`config.mk`:
```
export PLATFORM = sky130hd
export DESIGN_NAME = step_sequencer
export DESIGN_NICKNAME = d
export VERILOG_FILES = /design/src/rtl/step_seq_pkg.sv /design/src/rtl/step_sequencer.sv
export SDC_FILE = /design/constraint.sdc
export NUM_CORES = 1
export LEC_CHECK = 0
export BUFFER_PORTS_ARGS = -buffer_cell sky130_fd_sc_hd__buf_2
export CELL_PAD_IN_SITES_DETAIL_PLACEMENT = 0
export CELL_PAD_IN_SITES_GLOBAL_PLACEMENT = 1
export CORE_ASPECT_RATIO = 0.6
export CORE_MARGIN = 2
export CORE_UTILIZATION = 39
export CTS_CLUSTER_SIZE = 12
export DETAILED_ROUTE_END_ITERATION = 10
export PLACE_DENSITY_LB_ADDON = 0.1
export SLEW_MARGIN = 40
export SYNTH_ARGS = -nofsm -noshare
export SYNTH_HDL_FRONTEND = slang
export SYNTH_SLANG_ARGS = --single-unit
```
`constraint.sdc`:
```
create_clock -name clk -period 2.2 [get_ports clk]
set_input_delay 0.44 -clock clk [delete_from_list [all_inputs] [get_ports clk]]
set_output_delay 0.44 -clock clk [all_outputs]
set_load 0.005 [all_outputs]
```
`src/rtl/step_seq_pkg.sv`:
```
// Shared constants for the instruction step sequencer: default geometry and
// the encoding of the idle step 0.
package step_seq_pkg;

  localparam int unsigned NStepsDefault = 6;
  localparam int unsigned CntWDefault   = 16;
  localparam int unsigned StepZero      = 0;

endpackage

```
`src/rtl/step_sequencer.sv`:
```
// Instruction step sequencer: walks steps 1..N_STEPS under run/stall/debug
// gating, restarts early on finish, and counts completed instructions.
module step_sequencer
  import step_seq_pkg::*;
#(
  parameter int unsigned N_STEPS = NStepsDefault,
  parameter int unsigned CNT_W   = CntWDefault,
  parameter int unsigned IDX_W   = $clog2(N_STEPS + 1)
) (
  input  logic               clk,
  input  logic               reset,
  input  logic               run_en,
  input  logic               stall,
  input  logic               finish,
  input  logic               dbg_mode,
  input  logic               dbg_step,
  output logic [N_STEPS-1:0] step,
  output logic [IDX_W-1:0]   step_idx,
  output logic               last_step,
  output logic               restart,
  output logic [CNT_W-1:0]   instr_count
);

  localparam logic [IDX_W-1:0] IdxZero = IDX_W'(StepZero);
  localparam logic [IDX_W-1:0] IdxOne  = IDX_W'(1);
  localparam logic [IDX_W-1:0] IdxLast = IDX_W'(N_STEPS);

  logic [IDX_W-1:0]   idx_q, idx_d;
  logic [N_STEPS-1:0] step_q, step_d;
  logic               last_q, last_d;
  logic               restart_q, restart_d;
  logic [CNT_W-1:0]   cnt_q, cnt_d;
  logic               adv;

  always_comb begin
    adv       = run_en & ~stall & (~dbg_mode | dbg_step);
    idx_d     = idx_q;
    restart_d = 1'b0;
    cnt_d     = cnt_q;

    if (adv) begin
      if (idx_q == IdxZero) begin
        // Leaving reset state: finish is meaningless here and no instruction completes.
        idx_d = IdxOne;
      end else if (finish || (idx_q == IdxLast)) begin
        idx_d     = IdxOne;
        restart_d = 1'b1;
        cnt_d     = cnt_q + CNT_W'(1);
      end else begin
        idx_d = idx_q + IdxOne;
      end
    end

    // Bit N_STEPS-1 is step 1, bit 0 is step N_STEPS; step 0 decodes to all-zero.
    step_d = '0;
    for (int unsigned i = 0; i < N_STEPS; i++) begin
      step_d[i] = (idx_d == IDX_W'(N_STEPS - i));
    end
    last_d = (idx_d == IdxLast);
  end

  always_ff @(posedge clk or posedge reset) begin
    if (reset) begin
      idx_q     <= IdxZero;
      step_q    <= '0;
      last_q    <= 1'b0;
      restart_q <= 1'b0;
      cnt_q     <= '0;
    end else begin
      idx_q     <= idx_d;
      step_q    <= step_d;
      last_q    <= last_d;
      restart_q <= restart_d;
      cnt_q     <= cnt_d;
    end
  end

  assign step        = step_q;
  assign step_idx    = idx_q;
  assign last_step   = last_q;
  assign restart     = restart_q;
  assign instr_count = cnt_q;

endmodule
```
======== After elaboration in Yosys (flattened, before gate mapping) ========
Index checks and enable logic that the tools add are counted.
storage, ports and cells
  register bits after elaboration ......... 27
  latch bits .............................. 0
  RAM bits ................................ 0
  ROM bits ................................ 0
  bits of input ports ..................... 7
  output and inout port bits .............. 27
  logic and storage cells ................. 29
  memories kept ........................... 0
cells by class
  $add $sub $neg .......................... 2
  $mul .................................... 0
  divide/modulo/power cells ............... 0
  $lt $le $gt $ge ......................... 0
  equality and inequality tests ........... 7
  shifts and indexed selects .............. 0
  multiplexer cells ....................... 6
  bitwise logic cells ..................... 6
  reduce and logical (&&, ||, !) cells .... 3
operators with widths
  cell                     number
  $add A16 B1 Y16 const B  1
  $eq A3 B3 Y1 const B     4
  $mux W3                  3
  $eq A3 B2 Y1 const B     2
  $add A3 B1 Y3 const B    1
  $eq A3 B1 Y1 const B     1
  $logic_not A3 Y1         1
  $mux W1                  3
  $not A1 Y1               3
  $reduce_and A3 Y1        1
  $and A1 B1 Y1            2
  $logic_or A1 B1 Y1       1
  $or A1 B1 Y1             1

======== Longest topological paths before layout ========
Gate-level depths: netlist of run 1.
  word-level depth ........................ 6
  mapped depth ............................ 7
  gate-level depth less buffers ........... 7

======== Least setup slack after synthesis of run 1 ========
OpenSTA, ideal clock, no wires.
  path kind ............................... flip-flop to flip-flop
  start ................................... register idx_q[0], in the netlist step_idx[0]
  end ..................................... register cnt_q[11], in the netlist instr_count[11]
  setup time .............................. 79 ps
  arrival ................................. 1717 ps
  required time ........................... 2121 ps
  slack ................................... 403 ps
  stages on the path, launching flop included .. 8
  buffers on the path ..................... 1
  period minus slack after synthesis ...... 1797 ps
  cells stage by stage .................... dfrtp_1 > inv_1 > ha_1 > nand2b_1 > a211o_1 > buf_6 > nor4_2 > xor2_1
on the way
  longest elaborated chain between the ends .. 3
  elaborated cells between the ends (all ways) .. 5
  those cells by class .................... eq/ne: 1; bitwise: 1; reduce/logical: 3
ends and longest elaborated chain
  element                                                  RTL line                                    RTL
  start: declaration                                       step_sequencer.sv:28                        logic [IDX_W-1:0] idx_q, idx_d;
  start signal: assignment                                 step_sequencer.sv:64                        idx_q <= IdxZero;
  start signal: assignment                                 step_sequencer.sv:70                        idx_q <= idx_d;
  $eq A3 B3 Y1 / $logic_not A3 Y1 (equally long branches)  step_sequencer.sv:45, step_sequencer.sv:42
  $logic_or A1 B1 Y1 / $not A1 Y1 (equally long branches)  n/a
  $reduce_and A3 Y1 (no source line) (*)                   n/a
  end signal: assignment                                   step_sequencer.sv:74                        cnt_q <= cnt_d;
  end: declaration                                         step_sequencer.sv:32                        logic [CNT_W-1:0] cnt_q, cnt_d;
Mark *: on every way between the ends. The rest lies on a longest branch, timed or not.
A chain may end at the register's enable or synchronous reset.

======== Final worst setup path of run 1 ========
  start ................................... register idx_q[0], in the netlist step_idx[0]
  end ..................................... register cnt_q[3], in the netlist instr_count[3]
The elaborated chain is that of the path after synthesis.

==> qor.yml, run 1 <==
outcome: "complete, no violations"
drive_gt1_share_pct: 31.1
design.core.area_mm2: 0.00320
vdd_drop_max_uv: 432
regToRegStartpoint: "step_idx[0]"
die_w_um: 78.1
rr_worst_depth: 7
netlist_area_mm2: 0.00128
max-cap-violations: 0
drt-wirelength-per-cell_um: 14.3
rrSetupSlack_ns: 0.18
htree_num_levels: 1
synth_nets: 129
rsz0062_at_grt: "false"
maxSlewViolCount: 0
insertion_delay_ns: 0.27
worstSetupEndpointType: "flop"
async_flop_share_pct: 100
power_mw: 1.36
yosys.area_share.xor_xnor_pct: 10.2
placed_cells: 193
muxShareOfSynthArea_pct: 2.43
grt_max_degree: 27
io_buffers: 33
wl_mm: 2.81
synth_fa_ha_area_share_pct: 3.89
skew_ns: 0.00249
worstMarginPinSlew_ns: 0.596
ys_ff_latch: 26
maxSlewHeadroom_pct: 60.1
design_area_mm2: 0.00154
holdWs_ns: 0.212
clockBufferDepth: 2
post-cts-setup-buffer-count: 0
grt_remaining_overflow: 0
ios: 34
synth_cell_types: 30
dieArea_mm2: 0.00378
min_period_over_period_pct: 91.7
layout_setup_ws_ns: 0.182
clock_sinks: 26
synth-main-ff-cell: "dfrtp_1"
syn_area_per_cell_um2: 10.9
drt_iter0_drc: 34
synth-compound-area-share_pct: 4.87
setup_viol: 0
ys_warn_count: 0
yosys.area_share.simple_pct: 23.9
drc: 0
start_util_pct: 40.1
fin_cells: 196
p_leak_nw: 0.785
fp.dieH_um: 48.5
fin_crit_ns: 2.02
track_usage_pct: 16.8
finalHoldViolations: 0
gp_congestion: 0.749
clockRootBuffer: "clkbuf_8"
antenna_found_initial: 0
fmax_mhz: 496
synth_top_family_by_area: "simple AND/OR/NAND/NOR gates"
crit_fanout: 12
ys_seq_area_share_pct: 50.6
std_cell_rows: 16
place_area_mm2: 0.00149
utilization_pct: 48.1
nets: 164
power_density_mw_per_mm2: 882
drtPass1Iterations: 4
worstSetupPathType: "flop to flop"
area_delta_synth_final_pct: 19.9
worstSetupStartpoint: "step_idx[0]"
r2r_end: "instr_count[3]"
post-place-ws_ns: 0.111
hp-class: "input pin to async pin"
netlist_instances: 118
vias: 1001
grt_pass1_vias: 944
cts_tree: "done"
startpoint_type: "flop"
cp.arrival_ns: 2.17
crit_end: "instr_count[3]"
clkTransAtPathRegs_ns: 0.08
antennaDiodeCount: 0
final_antenna_net_count: 0
required_ns: 2.35
grt_pass1_wl_mm: 4.87
post_drt_via_cell_ratio: 5.11
cts_buffers: 3
synth_edf_count: 0
hpwl_mm: 2.09
tns_ns: 0
flip-flops by register name (all words and copies together), names as in the netlist:
name,flops
instr_count,16
step,6
restart,1
step_idx,3
worst max-delay path: stages (launching register included):
cell	delay [ns]
dfrtp_1	0.44
inv_1	0.15
ha_1	0.24
o21ai_1	0.08
a211o_2	0.48
inv_1	0.22
nand4_1	0.14
xnor2_1	0.16
logic make-up after synthesis:
group,count (synthesis)
AOI/OAI and AO/OA,8
buffers and inverters,11
and+or+nand+nor,51
DFF,26
muxes,3
xor gates and xnor gates,15
adders and majority gates,4
repair_timing:
| item | in CTS | in global routing |
|---|---|---|
| gates resized for setup | 0 | 2 |
| setup endpoints to repair | 0 | 11 |
| hold buffers | 0 | 0 |
cell usage after synthesis, types with 2 or more instances:
cell | n | area share [%]
nor3b_1 | 2 | 1.2
clkbuf_1 | 3 | 0.88
nor2_1 | 5 | 1.5
nand4_1 | 8 | 3.9
ha_1 | 4 | 3.9
nor3_1 | 5 | 1.9
xnor2_1 | 6 | 4.1
inv_1 | 6 | 1.8
nor4_1 | 4 | 1.9
nand2_1 | 13 | 3.8
nand2b_1 | 2 | 0.97
nor4_2 | 6 | 5.8
nor2b_1 | 3 | 1.5
mux2i_1 | 2 | 1.6
dfrtp_1 | 26 | 51
xor2_1 | 9 | 6.1
cell usage in the layout (no fill, tap or decap), types with 2 or more instances in the layout:
cell type / count
xor2_1: 9
mux2i_1: 2
buf_4: 2
buf_2: 33
nand2_1: 13
nor4_2: 7
nor3b_1: 2
nand4_1: 8
ha_1: 4
xnor2_1: 6
nor4_1: 3
dfrtp_1: 26
inv_1: 6
nor2b_1: 3
clkbuf_8: 3
nor3_1: 5
nor2_1: 5
nand2b_1: 2
final cells by class:
cell class / count / area, µm²
Clock buffer: 3 / 41.3
Multi-Input combinational cell: 81 / 589
Sequential cell: 26 / 651
Timing Repair Buffer: 35 / 180
Fill cell: 308 / 1660
Inverter: 6 / 22.5
Tap cell: 45 / 56.3
layer usage:
metal | up-vias | GRT usage (%) | wire (µm)
met3 | 7 | 5.22 | 134
met1 | 487 | 25.0 | 1450
met2 | 28 | 23.4 | 1190
met4 | 0 | 4.97 | 38
li1 | 479 | - | -
met5 | - | 0 | 0
worst min path at each step:
stage                            to            start  depth (start not counted)
floorplan           instr_count[15]  instr_count[15]                          1
global placement    instr_count[15]  instr_count[15]                          1
detailed placement  instr_count[15]  instr_count[15]                          1
CTS                         step[2]            reset                          3
global route            step_idx[2]            reset                          3
finish                      step[2]            reset                          3
where the power goes:
group | leakage (nW) | switching (mW) | total (mW) | internal [mW]
registers | 0.345 | 0.122 | 0.689 | 0.567
logic | 0.418 | 0.212 | 0.410 | 0.198
clock network | 0.0216 | 0.138 | 0.261 | 0.123
total | 0.785 | 0.472 | 1.36 | 0.887
(Power assumes the default switching activity.)
==> run 2: changes to the inputs <==
--- a/config.mk
+++ b/config.mk
@@ -10,7 +10,7 @@
 export CELL_PAD_IN_SITES_GLOBAL_PLACEMENT = 1
 export CORE_ASPECT_RATIO = 0.6
 export CORE_MARGIN = 2
-export CORE_UTILIZATION = 39
+export CORE_UTILIZATION = 35
 export CTS_CLUSTER_SIZE = 12
 export DETAILED_ROUTE_END_ITERATION = 10
 export PLACE_DENSITY_LB_ADDON = 0.1
==> run 2 against run 1 <==
Effect of this change: combinational power fell by 1%; global-route usage is 1.6 points lower; clock power grew 2%; via count decreased by 2.2%; count of clock-buffer cells in the layout did not move.
==> qor.yml, run 2 (synthesis results as in run 1) <==
largest_register_ff_count: 16  # unchanged
antenna_found_initial: 0  # unchanged
grt_remaining_overflow: 0  # unchanged
grt_pass1_vias: 896  # -5.1%
vdd_drop_max_uv: 397  # -8.1%
min_period_over_period_pct: 90.7  # -1.0 points
rsz0062_at_grt: "false"
slowest_delay_ns: 0.48  # about the same
vias: 979  # -2.2%
maxSlewViolCount: 0  # unchanged
route.met3.wl_um: 145  # +8.2%
path_cells: "inv_1, ha_1, o21ai_1, a211o_2, inv_1, nand4_1, xnor2_1"
start_util_pct: 38.0  # -2.1 points
fmax_mhz: 501  # +1.2%
drc: 0  # unchanged
drt_iter0_drc: 47  # +38%
dieArea_mm2: 0.00419  # +11%
clock_sinks: 26  # unchanged
nets: 164  # unchanged
track_usage_pct: 15.2  # -1.6 points
hp-class: "input pin to async pin"
clkTransAtPathRegs_ns: 0.09  # about the same
final_antenna_net_count: 0  # unchanged
required_ns: 2.36  # about the same
skew_ns: 0.00518  # +0.00270 ns
maxSlewHeadroom_pct: 59.9  # -0.22 points
power_density_mw_per_mm2: 886  # +0.36%
critPathMostFrequentCell: "inv_1"
ios: 34  # unchanged
max-cap-violations: 0  # unchanged
design.core.area_mm2: 0.00338  # +5.6%
insertion_delay_ns: 0.27  # about the same
worstSetupEndpointType: "flop"
fp.dieH_um: 50.9  # +5.1%
die_w_um: 82.2  # +5.3%
area_delta_synth_final_pct: 19.4
hpwl_mm: 2.19  # +4.9%
worstMarginPinSlew_ns: 0.600  # +0.00324 ns
drt-wirelength-per-cell_um: 14.8  # +3.2%
htree_num_levels: 1  # unchanged
crit_fanout: 12  # unchanged
final_common_cell: "buf_2"
p_leak_nw: 0.785  # about the same
fin_cells: 196  # unchanged
clockRootBuffer: "clkbuf_8"
met2_length_mm: 1.20  # +1.3%
wl_mm: 2.90  # +3.2%
utilization_pct: 45.3  # -2.7 points
std_cell_rows: 16  # unchanged
clockBufferDepth: 2  # unchanged
nFillCells: 333  # +8.1%
holdWs_ns: 0.208  # -0.00334 ns
worstSetupPathType: "flop to flop"
placed_cells: 193  # unchanged
drive_gt1_share_pct: 30.5  # -0.66 points
outcome: "complete, no violations"
antennaDiodeCount: 0  # unchanged
cp.arrival_ns: 2.15  # -0.02 ns
cts_buffers: 3  # unchanged
grt_max_degree: 27  # unchanged
slowest_stage: "a211o_2"
post_drt_via_cell_ratio: 4.99  # -2.2%
setup_viol: 0  # unchanged
drtPass1Iterations: 4  # unchanged
gp_congestion: 0.755  # +0.80%
io_buffers: 33  # unchanged
startpoint_type: "flop"
layout_common_cells: "buf_2, dfrtp_1, nand2_1"
finalHoldViolations: 0  # unchanged
grt_pass1_wl_mm: 4.65  # -4.5%
fin_crit_ns: 1.99  # -0.0231 ns
top_layer: "met4"
m1WireLength_mm: 1.55  # +6.8%
cts_tree: "done"
tns_ns: 0  # unchanged
==> run 2: cell counts in the layout (fill, tap and decap cells not counted) <==
No cell type changed its count.
==> run 2: power by group <==
part           total (mW)  internal (mW)  switching (mW)
registers           0.687          0.567           0.120
clock network       0.265          0.123           0.142
logic               0.406          0.198           0.208
total                1.36          0.887           0.471
==> run 2: path summary, 6_finish.rpt <==
check,end,from,cells after the start,slack [ns]
max in group asynchronous,instr_count[12],reset,3,1.73
worst max-delay path,instr_count[3],step_idx[0],7,0.21
worst min-delay path,instr_count[2],reset,3,0.21
min in group clk,instr_count[15],instr_count[15],1,0.48
worst max register to register,instr_count[3],step_idx[0],7,0.21
worst min register to register,instr_count[15],instr_count[15],1,0.48
==> run 2: timing repair <==
action                                  in CTS  in global routing
hold buffers                                 0                  0
endpoints found under the setup margin       0                  2
buffers inserted                             0                  0
gates resized for setup                      0                  1
==> run 2: area by class of cell <==
type	count	area (µm²)	area share, %
Multi-Input combinational cell	81	583	38.0
Timing Repair Buffer	35	180	11.7
Clock buffer	3	41.3	2.69
Sequential cell	26	651	42.4
Tap cell	45	56.3	3.67
Inverter	6	22.5	1.47
==> run 2: per-stage QoR <==
stage / total power, mW / area, µm² / setup slack, ns
CTS: 1.38 / 1530 / 0.102
floorplan: 0.926 / 1280 / 0.403
global placement: 1.10 / 1490 / 0.218
finish: 1.36 / 1530 / 0.205
detailed placement: 1.11 / 1490 / 0.121
global route: 1.45 / 1530 / 0.0688
==> run 2: critical path, delay by kind of cell (launching register included) <==
| kind | cells | cell delay [ns] |
|---|---|---|
| and+or+nand+nor | 1 | 0.15 |
| DFF | 1 | 0.44 |
| buffers and inverters | 2 | 0.36 |
| AOI/OAI and AO/OA | 2 | 0.56 |
| xor gates and xnor gates | 1 | 0.16 |
| adders and majority gates | 1 | 0.23 |
==> run 2: routing by layer <==
layer	vias to the layer above	global-route usage (%)
li1	480	-
met2	25	21.5
met3	2	4.77
met5	-	0
met1	472	23.0
met4	0	1.94
